[config.mk]
export PLATFORM = sky130hd
export DESIGN_NAME = run_sequencer
export DESIGN_NICKNAME = d
export VERILOG_FILES = /design/src/rtl/run_sequencer.sv
export SDC_FILE = /design/constraint.sdc
export NUM_CORES = 1
export LEC_CHECK = 0
export ABC_AREA = 0
export CORE_MARGIN = 1.5
export CORE_UTILIZATION = 51
export CTS_CLUSTER_DIAMETER = 100
export CTS_CLUSTER_SIZE = 25
export DETAILED_ROUTE_END_ITERATION = 16
export PLACE_DENSITY = 0.91
export SLEW_MARGIN = 25
export SYNTH_ARGS = -nofsm -noshare
export SYNTH_HDL_FRONTEND = slang
export SYNTH_SLANG_ARGS = --single-unit
[constraint.sdc]
create_clock -name Clk -period 3.3 [get_ports Clk]
set_clock_uncertainty 0.05 [all_clocks]
set_input_delay 0.495 -clock Clk [delete_from_list [all_inputs] [get_ports Clk]]
set_output_delay 0.495 -clock Clk [all_outputs]
set_load 0.01 [all_outputs]
[src/rtl/run_sequencer.sv]
// Run controller for the 9-bit LFSR processor: Req/Ack handshake, FETCH/EXEC/LDWAIT sequencing,
// single-commit gating of decoder strobes, and a saturating cycle watchdog.
module run_sequencer #(
  parameter int unsigned PC_W       = 10,
  parameter int unsigned CNT_W      = 16,
  parameter int unsigned LOAD_LAT   = 1,
  parameter int unsigned MAX_CYCLES = 32'h0000_FFFF
) (
  input  logic             Clk,
  input  logic             Reset,
  input  logic             Req,
  input  logic [PC_W-1:0]  StartAddr,
  input  logic             DecRegWr,
  input  logic             DecStore,
  input  logic             DecLoad,
  input  logic             DecBranch,
  input  logic             BranchTaken,
  input  logic             DecHalt,
  output logic             PcLoad,
  output logic [PC_W-1:0]  PcLoadVal,
  output logic             PcInc,
  output logic             PcJump,
  output logic             RegWrEn,
  output logic             MemWrEn,
  output logic             MemRdEn,
  output logic             Busy,
  output logic             Ack,
  output logic             Timeout,
  output logic [CNT_W-1:0] CycleCnt,
  output logic [CNT_W-1:0] InstCnt
);

  localparam logic [CNT_W-1:0] MaxCyc   = CNT_W'(MAX_CYCLES);
  localparam logic [CNT_W-1:0] CntOne   = CNT_W'(1);
  localparam logic [1:0]       WaitLast = 2'(LOAD_LAT - 1);

  typedef enum logic [2:0] {
    StIdle,
    StInit,
    StFetch,
    StExec,
    StLdWait,
    StDone
  } state_e;

  state_e           state_q, state_d;
  logic [1:0]       wait_q, wait_d;
  logic [CNT_W-1:0] cyc_q, cyc_d;
  logic [CNT_W-1:0] inst_q, inst_d;
  logic             timeout_q, timeout_d;
  logic             ack_q, ack_d;
  logic             busy_q, busy_d;

  logic running;
  logic wd_hit;
  logic jump;

  assign running = (state_q == StFetch) || (state_q == StExec) || (state_q == StLdWait);
  // The counter is checked at the start of the cycle, before this cycle's increment.
  assign wd_hit  = running && (cyc_q == MaxCyc);

  always_comb begin
    state_d   = state_q;
    wait_d    = wait_q;
    cyc_d     = cyc_q;
    inst_d    = inst_q;
    timeout_d = timeout_q;
    PcLoad    = 1'b0;
    PcLoadVal = '0;
    PcInc     = 1'b0;
    PcJump    = 1'b0;
    RegWrEn   = 1'b0;
    MemWrEn   = 1'b0;
    MemRdEn   = 1'b0;
    jump      = 1'b0;

    if (running && !wd_hit) begin
      cyc_d = cyc_q + CntOne;
    end

    case (state_q)
      StIdle: begin
        if (Req) begin
          state_d = StInit;
        end
      end

      StInit: begin
        PcLoad    = 1'b1;
        PcLoadVal = StartAddr;
        cyc_d     = '0;
        inst_d    = '0;
        timeout_d = 1'b0;
        state_d   = StFetch;
      end

      StFetch: begin
        state_d = StExec;
      end

      StExec: begin
        if (DecHalt) begin
          state_d = StDone;
        end else if (wd_hit) begin
          timeout_d = 1'b1;
          state_d   = StDone;
        end else if (DecLoad) begin
          MemRdEn = 1'b1;
          wait_d  = '0;
          state_d = StLdWait;
        end else begin
          jump    = DecBranch & BranchTaken;
          RegWrEn = DecRegWr;
          MemWrEn = DecStore;
          PcJump  = jump;
          PcInc   = ~jump;
          inst_d  = inst_q + CntOne;
          state_d = StFetch;
        end
      end

      StLdWait: begin
        if (wd_hit) begin
          timeout_d = 1'b1;
          state_d   = StDone;
        end else begin
          MemRdEn = 1'b1;
          if (wait_q == WaitLast) begin
            RegWrEn = 1'b1;
            PcInc   = 1'b1;
            inst_d  = inst_q + CntOne;
            state_d = StFetch;
          end else begin
            wait_d = wait_q + 2'd1;
          end
        end
      end

      StDone: begin
        if (!Req) begin
          state_d = StIdle;
        end
      end

      default: begin
        state_d = StIdle;
      end
    endcase

    ack_d  = (state_d == StDone);
    busy_d = (state_d == StInit) || (state_d == StFetch) ||
             (state_d == StExec) || (state_d == StLdWait);
  end

  always_ff @(posedge Clk or negedge Reset) begin
    if (!Reset) begin
      state_q   <= StIdle;
      wait_q    <= '0;
      cyc_q     <= '0;
      inst_q    <= '0;
      timeout_q <= 1'b0;
      ack_q     <= 1'b0;
      busy_q    <= 1'b0;
    end else begin
      state_q   <= state_d;
      wait_q    <= wait_d;
      cyc_q     <= cyc_d;
      inst_q    <= inst_d;
      timeout_q <= timeout_d;
      ack_q     <= ack_d;
      busy_q    <= busy_d;
    end
  end

  assign Ack      = ack_q;
  assign Busy     = busy_q;
  assign Timeout  = timeout_q;
  assign CycleCnt = cyc_q;
  assign InstCnt  = inst_q;

endmodule
==> metrics.txt <==
drt drc 0; DP Wirelength 4180 um; Final Hold Vio Count 0; core area 0.00444 sq mm; element type at the critical path end primary output; global route overflow 0; CP Data Required Time 2.75 ns; Post-Place Cells 376; die extent in y 71.5 um; critical path type reg2out; Max Slew Vio Count 0; ratio of final minimum period to clock period 92.5%; TritonRoute pass-1 iters 6; Max stage delay cell, worst path or3b_2; Area Overhead vs Synth 34.1%; gate count of the mapped netlist 265; LEAKAGE 1.32 nW; slew margin rel. 40.7%; sequential area share after synthesis 41.8%; post-synthesis cell type count 45; largest net degree at the start of global routing 41; number of I/O pins 70; Routed WL 5960 um; Global Route Usage Sum 24.5%; worst min path class in2async; drt wl/cell 15.5 um; Max IR drop VDD 533 uV; Power Dens Cells 611 mW/mm^2; Port Buffers 69; clock sink count 40; commonest non-fill, non-tap cell in the layout clkdlybuf4s50_1; Sequential Power Share 34.2%; Die W 71.5 um; Starting DRT DRC Count 168; # H-tree levels 2; setup repair bufs after CTS 0; Int Power 1.17 mW; max incr delay on CP 0.61 ns; hold buffer count at CTS 0; CTS clk-pin slew, worst paths 0.08 ns; worst-path fanout max 16; worst-path cell chain or3b_2 -> clkinv_1 -> buf_4 -> clkdlybuf4s50_1; Synth Warn # 0; full die area 0.00511 sq mm; Post-synth EDFFs 0; Yosys reg bits 40; initial core utilization 53.9%; # diodes 0; Finish-stage setup viols 0; CTS tree yes; average size of a mapped cell 9.03 sq um; sw frac 40.3%; post-layout min period 3.05 ns; max_cap viols 0; Syn Nets 287; Post-CTS Resized 0; GPL Wtd Cong 0.835; via density per instance 5.88; delay-heaviest family, CP buffers and inverters; status finished clean; post-route insts no fill 384; first-pass GRT wire length 9920 um; Placement Cell Area 0.00310 sq mm; predominant post-synthesis flop cell dfrtp_1; clock power share 20.8%; commonest cells after routing, fill and taps aside 68 x clkdlybuf4s50_1, 40 x dfrtp_1, 23 x nor2_1; vias in the first global route 2,150; f_max 0.327 GHz; combinational power share 45.0%; # rows 24; number of CTS-inserted buffers 5; Worst-Skew Late Latency 0.30 ns; Data arrival, critical path 2.51 ns; final setup TNS 0 ns; Root Buffer clkbuf_8; Nets 353; Worst setup SP type flop; ratio of cells with drive above 1 in the final layout 5.72%; net load switching power 0.790 mW; clk buf depth 2; unrepaired setup endpoints after global routing no; initial antenna violation count 0; Worst Max-Slew Pin Slew 0.889 ns; Bufs and invs on worst path 3; Synth Cell Area 0.00239 sq mm; via count 2,257; Final Cell Area 0.00321 sq mm; ys async rst share 100%; Final ANT Viol Nets 0
power by group through the flow:
stage / Combinational, mW / Sequential, mW / Clock [mW]
4_1_cts: 0.883 / 0.670 / 0.414
3_5_place_dp: 0.879 / 0.678 / 0
2_1_floorplan: 0.615 / 0.652 / 0
5_1_grt: 0.973 / 0.685 / 0.439
3_3_place_gp: 0.849 / 0.670 / 0
6_report: 0.883 / 0.671 / 0.409
logic make-up after synthesis:
kind of cell    count (synthesis)  share of synthesized area, %
simple gates                  133                          31.5
compound gates                 49                          13.5
flops                          40                          41.8
buf+inv                        22                          4.55
xor+xnor                       10                          3.66
mux                             8                          3.35
fa+ha+maj                       3                          1.57
flip-flops by register name, indices dropped and copies added, names as in the netlist:
| register | flops |
|---|---|
| state_q | 3 |
| CycleCnt | 16 |
| Ack | 1 |
| Timeout | 1 |
| Busy | 1 |
| InstCnt | 16 |
| wait_q | 2 |
final cells by class:
class	count	area [sq um]
fill	333	1230
clock inverter	3	42.5
multi-input combinational	203	1280
sequential	40	1000
timing repair buffer	74	723
clock buffer	5	68.8
inverter	7	26.3
tap	52	65.1
path summary, 6_finish.rpt:
| kind | start | to | slack, ns | depth (start not counted) |
|---|---|---|---|---|
| max | state_q[0] | PcLoad | 0.25 | 4 |
| min | Reset | Busy | 0.26 | 1 |
| max reg2reg | CycleCnt[7] | InstCnt[7] | 0.73 | 6 |
| min reg2reg | wait_q[1] | wait_q[1] | 0.48 | 2 |
| max in group asynchronous | Reset | state_q[2] | 2.38 | 1 |
| min in group Clk | wait_q[1] | wait_q[1] | 0.48 | 2 |
synth_stat cells (4+ instances only):
| cell type | n | area share, % |
|---|---|---|
| or4_1 | 14 | 4.4 |
| nand3_1 | 14 | 2.9 |
| inv_1 | 6 | 0.94 |
| and2_1 | 10 | 2.6 |
| xor2_1 | 9 | 3.3 |
| buf_2 | 5 | 1.0 |
| nor2_1 | 23 | 3.6 |
| nor4_1 | 4 | 1.0 |
| o31ai_1 | 9 | 2.8 |
| a21oi_1 | 17 | 3.6 |
| nor3_1 | 5 | 1.0 |
| dfrtp_1 | 40 | 42 |
| clkbuf_1 | 6 | 0.94 |
| o211ai_1 | 5 | 1.6 |
| mux2i_1 | 8 | 3.3 |
| nand2b_1 | 8 | 2.1 |
| nand2_1 | 22 | 3.5 |
| o21ai_0 | 11 | 2.3 |
| and3_1 | 7 | 1.8 |
| nand4_1 | 9 | 2.4 |
stage by stage:
| step | setup slack (ns) | power (mW) | utilization (%) | hold WS, ns |
|---|---|---|---|---|
| 2_1_floorplan | 1.03 | 1.27 | - | 0.149 |
| 3_3_place_gp | 0.624 | 1.52 | 69.7 | 0.452 |
| 3_5_place_dp | 0.549 | 1.56 | 69.7 | 0.469 |
| 4_1_cts | 0.253 | 1.97 | 72.2 | 0.293 |
| 5_1_grt | 0.109 | 2.10 | 72.2 | 0.329 |
| 6_report | 0.246 | 1.96 | 72.2 | 0.262 |
metal layers:
| metal | share of wire, % | GRT usage [%] | up-vias | routed length [um] |
|---|---|---|---|---|
| li1 | - | - | 1102 | - |
| met4 | 1.2 | 8.18 | 0 | 70 |
| met5 | 0 | 0 | - | 0 |
| met2 | 50 | 42.5 | 67 | 3000 |
| met3 | 4.5 | 5.77 | 7 | 270 |
| met1 | 44 | 30.2 | 1081 | 2620 |
Note: power is estimated with default switching activity, not from simulation.
